===== config.mk =====
export PLATFORM = sky130hd
export DESIGN_NAME = sr_load_ctrl
export DESIGN_NICKNAME = d
export VERILOG_FILES = /design/src/rtl/mcs4_pkg.sv /design/src/rtl/sr_rr_arb2.sv /design/src/rtl/sr_load_ctrl.sv
export SDC_FILE = /design/constraint.sdc
export NUM_CORES = 1
export LEC_CHECK = 0
export ABC_AREA = 1
export BUFFER_PORTS_ARGS = -buffer_cell sky130_fd_sc_hd__buf_4
export CAP_MARGIN = 20
export CORE_AREA = 2 2 52 90
export CTS_CLUSTER_DIAMETER = 150
export DETAILED_ROUTE_END_ITERATION = 12
export DIE_AREA = 0 0 54 92
export MAX_ROUTING_LAYER = met4
export PLACE_DENSITY = 0.7
export RECOVER_POWER = 50
export SLEW_MARGIN = 20
export SYNTH_ARGS = -nofsm -noshare
export SYNTH_HDL_FRONTEND = slang
export SYNTH_SLANG_ARGS = --single-unit

===== constraint.sdc =====
create_clock -name sysclk -period 2.5 [get_ports sysclk]
set_input_delay 0.375 -clock sysclk [delete_from_list [all_inputs] [get_ports sysclk]]
set_output_delay 0.375 -clock sysclk [all_outputs]
set_load 0.05 [all_outputs]

===== src/rtl/mcs4_pkg.sv =====
// Shared types and constants for the MCS-4 i4003 load sequencer.
package mcs4_pkg;

  localparam int SR_WIDTH_DEFAULT = 10;

  typedef enum logic [1:0] {
    IDLE     = 2'd0,
    SHIFT_LO = 2'd1,
    SHIFT_HI = 2'd2,
    LATCH    = 2'd3
  } sr_state_t;

  localparam logic REQ_CPU  = 1'b0;
  localparam logic REQ_HOST = 1'b1;

endpackage


===== src/rtl/sr_rr_arb2.sv =====
// Two-input round-robin arbiter; a tie goes to the requester not granted last.
module sr_rr_arb2
  import mcs4_pkg::*;
(
  input  logic       i_clk,
  input  logic       i_rst_n,
  input  logic [1:0] i_valid,
  input  logic       i_idle,
  output logic [1:0] o_grant
);

  logic r_last;

  always_comb begin
    o_grant = 2'b00;
    if (i_idle) begin
      if (i_valid[0] && (!i_valid[1] || r_last == REQ_HOST)) o_grant[0] = 1'b1;
      else if (i_valid[1])                                    o_grant[1] = 1'b1;
    end
  end

  // Reset points at the host so the CPU wins the first tie.
  always_ff @(posedge i_clk or negedge i_rst_n) begin
    if (!i_rst_n)      r_last <= REQ_HOST;
    else if (|o_grant) r_last <= o_grant[1] ? REQ_HOST : REQ_CPU;
  end

endmodule


===== src/rtl/sr_load_ctrl.sv =====
// Handshaked i4003 load sequencer: arbitrate, shift MSB-first on cp, strobe enable.
// Optional macro SR_READBACK_EN adds sr_serial_out / prev_word readback of displaced contents.
module sr_load_ctrl
  import mcs4_pkg::*;
#(
  parameter int SR_WIDTH       = SR_WIDTH_DEFAULT,
  parameter int CP_DIV         = 4,
  parameter int BLANK_ON_SHIFT = 1
) (
  input  logic                sysclk,
  input  logic                poc_n,
  input  logic                req0_valid,
  input  logic [SR_WIDTH-1:0] req0_data,
  output logic                req0_ready,
  input  logic                req1_valid,
  input  logic [SR_WIDTH-1:0] req1_data,
  output logic                req1_ready,
`ifdef SR_READBACK_EN
  input  logic                sr_serial_out,
  output logic [SR_WIDTH-1:0] prev_word,
`endif
  output logic                sr_data,
  output logic                sr_cp,
  output logic                sr_enable,
  output logic                busy,
  output logic                done,
  output logic                grant_id,
  output sr_state_t           dbg_state
);

  // Handshake: a word transfers on the cycle where reqN_valid && reqN_ready;
  // ready is a combinational one-cycle pulse in IDLE, so a requester may drop
  // valid before ready at any time, and must hold data stable while valid is high.

  localparam int  CW      = (SR_WIDTH > 1) ? $clog2(SR_WIDTH) : 1;
  localparam bit  W_BLANK = (BLANK_ON_SHIFT != 0);

  sr_state_t           r_state, w_state_nxt;
  logic [7:0]          r_div;
  logic [CW-1:0]       r_bit;
  logic [SR_WIDTH-1:0] r_word;
  logic                r_gid;
  logic                r_loaded;
  logic                r_armed;
  logic [1:0]          w_grant;
  logic                w_div_end;
  logic                w_shifting;

  sr_rr_arb2 u_arb (
    .i_clk   (sysclk),
    .i_rst_n (poc_n),
    .i_valid ({req1_valid, req0_valid}),
    .i_idle  ((r_state == IDLE) && r_armed),
    .o_grant (w_grant)
  );

  always_ff @(posedge sysclk or negedge poc_n) begin
    if (!poc_n) r_state <= IDLE;
    else        r_state <= w_state_nxt;
  end

  always_comb begin
    w_state_nxt = r_state;
    w_div_end   = (r_div == 8'd0);
    w_shifting  = (r_state == SHIFT_LO) || (r_state == SHIFT_HI);
    case (r_state)
      IDLE:     if (|w_grant) w_state_nxt = SHIFT_LO;
      SHIFT_LO: if (w_div_end) w_state_nxt = SHIFT_HI;
      SHIFT_HI: if (w_div_end) w_state_nxt = (r_bit == '0) ? LATCH : SHIFT_LO;
      LATCH:    w_state_nxt = IDLE;
      default:  w_state_nxt = IDLE;
    endcase
    req0_ready = w_grant[0];
    req1_ready = w_grant[1];
    grant_id   = (|w_grant) ? w_grant[1] : r_gid;
    sr_cp      = (r_state == SHIFT_HI);
    sr_data    = w_shifting && r_word[SR_WIDTH-1];
    busy       = w_shifting;
    done       = (r_state == LATCH);
    sr_enable  = (r_state == LATCH) || (r_loaded && !(W_BLANK && w_shifting));
    dbg_state  = r_state;
  end

  // Divider reloads on every state change so each phase lasts exactly CP_DIV cycles.
  always_ff @(posedge sysclk or negedge poc_n) begin
    if (!poc_n) begin
      r_div    <= 8'(CP_DIV - 1);
      r_bit    <= '0;
      r_word   <= '0;
      r_gid    <= REQ_CPU;
      r_loaded <= 1'b0;
      r_armed  <= 1'b0;
    end else begin
      r_armed <= 1'b1;
      if (r_state != w_state_nxt) r_div <= 8'(CP_DIV - 1);
      else if (!w_div_end)        r_div <= r_div - 8'd1;
      if (r_state == IDLE && |w_grant) begin
        r_word <= w_grant[1] ? req1_data : req0_data;
        r_bit  <= CW'(SR_WIDTH - 1);
        r_gid  <= w_grant[1] ? REQ_HOST : REQ_CPU;
      end
      if (r_state == SHIFT_HI && w_div_end && r_bit != '0) begin
        r_word <= {r_word[SR_WIDTH-2:0], 1'b0};
        r_bit  <= r_bit - CW'(1);
      end
      if (r_state == LATCH) r_loaded <= 1'b1;
    end
  end

`ifdef SR_READBACK_EN
  logic [SR_WIDTH-1:0] r_cap, r_prev;

  // Serial_out is the bit about to be displaced by the next rising cp.
  always_ff @(posedge sysclk or negedge poc_n) begin
    if (!poc_n) begin
      r_cap  <= '0;
      r_prev <= '0;
    end else begin
      if (r_state == SHIFT_LO && w_div_end) r_cap <= {r_cap[SR_WIDTH-2:0], sr_serial_out};
      if (r_state == SHIFT_HI && w_state_nxt == LATCH) r_prev <= r_cap;
    end
  end

  assign prev_word = r_prev;
`endif

endmodule


==> results of run 1 <==
-- layout make-up --
class	instances	share of cell area, %
clock inverter	1	1.49
tap	51	3.16
clock buffer	3	2.04
multi-input combinational	133	40.2
inverter	33	6.19
timing repair buffer	34	12.1
sequential	28	34.9
-- worst max path at each step --
| stage | start | to | slack (ns) | cells after the start |
|---|---|---|---|---|
| floorplan | dbg_state[0] | sr_enable | 0.12 | 3 |
| global placement | dbg_state[1] | r_word[9] | 0.54 | 10 |
| detailed placement | dbg_state[1] | r_word[1] | 0.51 | 10 |
| CTS | dbg_state[1] | req1_ready | 0.21 | 8 |
| global route | dbg_state[1] | req1_ready | 0.01 | 8 |
| finish | dbg_state[1] | req1_ready | 0.24 | 8 |
-- metrics by stage --
step | total power [uW] | cells | utilization, % | instance area, sq um | hold WS (ns)
finish | 2340 | 283 | 46.7 | 2020 | 0.359
floorplan | 1700 | 195 | - | 1650 | 0.0794
detailed placement | 2030 | 279 | 45.3 | 1960 | 0.317
global route | 2540 | 283 | 46.7 | 2020 | 0.370
global placement | 2010 | 279 | 45.3 | 1960 | 0.315
CTS | 2390 | 283 | 47.0 | 2030 | 0.0165
-- worst register-to-register path, cell delays in order, from the launching register on --
cell	delay [ns]
dfrtp_1	0.47
inv_1	0.15
ha_1	0.22
nand2_1	0.06
nor2_1	0.04
nand2_1	0.12
buf_4	0.19
clkinv_2	0.13
or2_2	0.28
o21ai_0	0.08
o221ai_1	0.12
-- cells by family after synthesis --
logic type	Yosys count	synth area share, %
other cells	1	0.229
flops	28	42.9
compound gates	27	10.8
mux	1	0.610
fa+ha+maj	8	6.10
simple gates	89	27.8
buf+inv	34	7.78
xor+xnor	7	3.74
-- registers in the layout, indices dropped and copies added, names as in the netlist --
name	cells
r_armed	1
r_word	10
r_gid	1
r_div	8
r_bit	4
r_loaded	1
u_arb.r_last	1
dbg_state	2
-- cells in the mapped netlist (2+ instances only) --
cell	count	area, sq um
ha_1	8	100
nand2_1	35	131
o22ai_1	2	12.5
a21oi_1	2	10.0
or2_2	7	43.8
nand3_2	4	40.0
o211ai_1	4	30.0
nor2_1	16	60.1
nor2_2	2	12.5
dfrtp_1	25	626
inv_1	31	116
o21ai_0	10	50.1
nand4_1	3	18.8
xor2_1	7	61.3
nand2_2	4	25.0
nand3_1	13	65.1
dfstp_2	3	78.8
o221ai_1	4	35.0
-- layer usage --
metal / GRT usage [%] / up-vias / part of all wire [%]
met5: - / - / 0
met1: 17.2 / 630 / 36
met2: 29.5 / 25 / 59
li1: - / 700 / -
met3: 1.63 / 4 / 2.8
met4: 4.58 / 0 / 1.3
-- report_power, final --
group / internal [uW] / switching [uW]
Sequential: 632 / 101
Clock: 214 / 135
Combinational: 420 / 835
Total: 1270 / 1070
-- layout by cell type (no fill, tap or decap), drive strengths merged, types with 2 or more instances in the layout --
cell	Yosys	layout
xor2	7	7
o22ai	2	2
o221ai	4	4
nor2	19	19
nand3	18	18
nand2	40	40
ha	8	8
or2	8	8
nand4	3	3
o21ai	10	10
a21oi	3	3
inv	32	32
o211ai	4	4
dfstp	3	3
clkbuf	1	6
buf	0	31
dfrtp	25	25
==> out/qor.txt, run 1 <==
syn avg cell area = 8.41 sq um
CTS Hold Bufs = 0
Slew Limit Fails = 29
global-route wire length before repair = 5950 um
FF-to-FF Start = dbg_state[1]
Setup CP Type = register to output pin
Critical Path Source Type = register
Least-Margin Pin Slew = 1.52 ns
port bufs = 33
fin worst setup slack = 0.242 ns
worst skew pair latency = 0.27 ns
Max-Cap Viols = 1
outcome = finished with violations
setup violators final = 0
DRC = 0
Rel. slew slack = -1.57%
synthesized area = 0.00164 sq mm
Min-Delay Path Class = primary input to register
First-pass DRT Iterations = 4
antenna violations before repair = 0
# clock sinks = 28
Post-synth ARST share = 100%
RR Endpoint = r_word[1]
Synth cell types = 33
WP buf/inv = 4
worst IR drop on VDD = 0.665 mV
final hold vios = 0
Final min period = 2.26 ns
Req. time, crit path = 2.12 ns
total track usage = 16.0%
reg2reg setup slack = 0.52 ns
Num CTS Buffers = 3
DIE WIDTH = 54 um
num rows = 32
GPL Wtd Cong = 0.807
vias in the first global route = 1438
Worst Hold End = r_word[9]
Worst Reg-to-Reg Cells = 10
leakage power = 0.00103 uW
Critical Path, Cell by Cell = inv_1 -> ha_1 -> nand2_1 -> nor2_1 -> nand2_1 -> buf_4 -> clkinv_2 -> buf_4
H-tree depth = 1
WL per Instance = 11.4 um
Post-Syn Instances = 195
Root Buffer = clkbuf_8
area occupied by multi-input gates = 812 sq um
post-route clock period utilization = 90.3%
post-CTS setup buffer count = 0
Yosys reg bits = 28
largest net degree at the start of global routing = 29
DR vias/cell = 4.80
CP endpoint kind = output pin
Initial Util = 37.9%
failing checks = max-capacitance violations, max-slew violations
CTS tree = yes
Fillers = 440
Via Count = 1359
register area share after synthesis = 42.9%
antenna-violating nets left = 0
EDFF count, synth = 0
Worst Hold Launch = req1_data[9]
setup_tns = 0 ns
fraction of layout cells with a size suffix above 1 = 26.7%
Largest stage delay, worst path = 0.46 ns
Hold Path Depth = 3
Primary FF master, synth = dfrtp_1
Iter 0 DRT Violations = 35
core box area = 0.00432 sq mm
Clk pin slew, worst setup/hold paths = 0.09 ns
CP top delay family = buffers and inverters
Worst path slowest cell = dfrtp_1
RSZ-0062 raised after global routing = no
final WL = 3230 um
post-CTS sizing = 0
CP Data Arrival Time = 1.88 ns
DP Wirelength = 2640 um
syn nets = 227
Die Ht = 92 um
Area Growth Syn to Fin = 23.2%
nets = 265
Worst Path Max Fanout = 10
register area = 704 sq um
number of diodes = 0
grt total ovfl = 0
pwr dens = 1160 mW/mm^2
DP Worst Slack = 0.513 ns
Setup Skew = 0.00289 ns
Clock Tree Buf Depth = 2
Ys Warns = 0
Die Area = 0.00497 sq mm
Boundary Pins = 34
fmax = 443 MHz
Note: power is estimated with default switching activity, not from simulation.
==> run 2, diff against run 1 <==
CORE_AREA = 2 2 44 76   (was 2 2 52 90)
DIE_AREA = 0 0 46 78   (was 0 0 54 92)
PLACE_DENSITY = 0.9   (was 0.7)
==> run 2 against run 1 <==
Net effect: wire length up 2.5%; die area down 28%; highest routed layer unchanged; first-iteration DRC count down 2.9%; the run ends with max-capacitance violations left; sequential power up 0.5%; setup slack worse by 0.024 ns; largest power group unchanged; core utilization up 21 points.
==> out/qor.txt, run 2 (synthesis results as in run 1) <==
Slew Limit Fails = 0 (-100%)
CP endpoint kind = output pin
antenna-violating nets left = 0 (unchanged)
final WL = 3310 um (+2.5%)
Area Growth Syn to Fin = 21.4%
worst skew pair latency = 0.28 ns (about the same)
grt total ovfl = 0 (unchanged)
Num CTS Buffers = 3 (unchanged)
# clock sinks = 28 (unchanged)
First-pass DRT Iterations = 4 (unchanged)
setup_tns = 0 ns (unchanged)
Largest stage delay, worst path = 0.45 ns (about the same)
Boundary Pins = 34 (unchanged)
pwr dens = 1180 mW/mm^2 (+2.4%)
Clock Tree Buf Depth = 2 (unchanged)
Initial Util = 56.0% (+18 points)
DP Wirelength = 2580 um (-2.5%)
DP Worst Slack = 0.450 ns (-0.0626 ns)
fmax = 438 MHz (-1.1%)
fin worst setup slack = 0.218 ns (-0.0243 ns)
DRC = 0 (unchanged)
Iter 0 DRT Violations = 34 (-2.9%)
RSZ-0062 raised after global routing = no
total track usage = 22.4% (+6.4 points)
port bufs = 33 (unchanged)
Critical Path Source Type = register
Die Area = 0.00359 sq mm (-28%)
post-route clock period utilization = 91.3% (+0.97 points)
num rows = 26 (-19%)
Worst Path Max Fanout = 11 (+1)
vias in the first global route = 1443 (+0.35%)
CP top delay family = buffers and inverters
global-route wire length before repair = 5920 um (-0.57%)
Clk pin slew, worst setup/hold paths = 0.10 ns (about the same)
WP buf/inv = 4 (unchanged)
Req. time, crit path = 2.12 ns (about the same)
setup violators final = 0 (unchanged)
Least-Margin Pin Slew = 1.49 ns (-0.0331 ns)
largest net degree at the start of global routing = 29 (unchanged)
failing checks = max-capacitance violations
worst IR drop on VDD = 0.994 mV (+50%)
fraction of layout cells with a size suffix above 1 = 27.2% (+0.43 points)
Final min period = 2.28 ns (+0.0243 ns)
WL per Instance = 12.7 um (+12%)
Max-Cap Viols = 1 (unchanged)
DR vias/cell = 5.45 (+13%)
leakage power = 0.00103 uW (about the same)
H-tree depth = 1 (unchanged)
core box area = 0.00293 sq mm (-32%)
Setup Skew = 0.00393 ns (+0.00103 ns)
nets = 265 (unchanged)
number of diodes = 0 (unchanged)
most flop-heavy register = r_word
Die Ht = 78 um (-15%)
Via Count = 1417 (+4.3%)
final hold vios = 0 (unchanged)
antenna violations before repair = 0 (unchanged)
CTS tree = yes
commonest non-fill, non-tap cell in the layout = nand2_1
most frequent cells in the layout = nand2_1, buf_4, inv_1
Rel. slew slack = 0.642% (+2.2 points)
Min-Delay Path Class = primary input to register
Worst path slowest cell = dfrtp_1
Root Buffer = clkbuf_8
CP Data Arrival Time = 1.91 ns (+0.03 ns)
Critical Path, Cell by Cell = inv_1 -> ha_1 -> nand2_1 -> nor2_1 -> nand2_1 -> buf_4 -> clkinv_2 -> buf_4
biggest regs = r_word: 10 flops, r_div: 8 flops, r_bit: 4 flops
DIE WIDTH = 46 um (-15%)
Setup CP Type = register to output pin
GPL Wtd Cong = 0.843 (+4.4%)
max reg flops = 10 (unchanged)
outcome = finished with violations
-- run 2: worst paths after layout --
path / startpoint / end / slack (ns) / cells past startpoint
max reg2reg: dbg_state[0] / r_word[6] / 0.51 / 10
max in group asynchronous: poc_n / r_div[3] / 1.19 / 1
min: req1_data[8] / r_word[8] / 0.35 / 3
min in group asynchronous: poc_n / r_armed / 0.44 / 1
min reg2reg: r_loaded / r_loaded / 0.47 / 2
max: dbg_state[1] / req1_ready / 0.22 / 8
-- run 2: worst reg2reg max path: stages, from the launching register on --
cell and delay [ns]:
dfrtp_1 0.49, inv_2 0.12, ha_1 0.23, nand2_1 0.07
nor2_1 0.04, nand2_1 0.11, buf_4 0.19, clkinv_2 0.13
or2_2 0.29, o21ai_0 0.07, o221ai_1 0.12
-- run 2: final cells by class --
cell class	instances	area, sq um
fillers	226	936
inverters	33	125
well taps	28	35.0
clock inverters	1	30.0
repair buffers	34	244
multi-input cells	133	812
flip-flops and latches	28	704
clock buffers	3	41.3
-- run 2: where the power goes --
group	internal, uW	switching (uW)	total, uW
Clock	214	142	356
Sequential	632	105	737
Combinational	421	845	1270
Total	1270	1090	2360
-- run 2: what timing repair did --
| action | CTS | global route |
|---|---|---|
| hold buffers | 0 | 0 |
| setup buffers | 0 | 0 |
| gates resized for setup | 0 | 1 |
| hold endpoints to repair | 0 | 0 |
| setup endpoints to repair | 0 | 1 |
-- run 2: routing by layer --
layer | GRT usage (%) | part of all wire [%] | vias up
met5 | - | 0 | -
met4 | 11.7 | 2.7 | 0
met3 | 1.40 | 2.8 | 9
met2 | 38.1 | 56 | 39
met1 | 24.8 | 38 | 664
li1 | - | - | 705
-- run 2: through the flow --
step	cells	power (uW)	area, sq um	hold slack (ns)	util [%]
detailed placement	256	2030	1930	0.310	66.0
global placement	256	1990	1930	0.309	66.0
CTS	260	2380	2000	0.0132	68.4
global route	260	2540	1990	0.368	68.0
floorplan	195	1700	1650	0.0794	-
finish	260	2360	1990	0.355	68.0
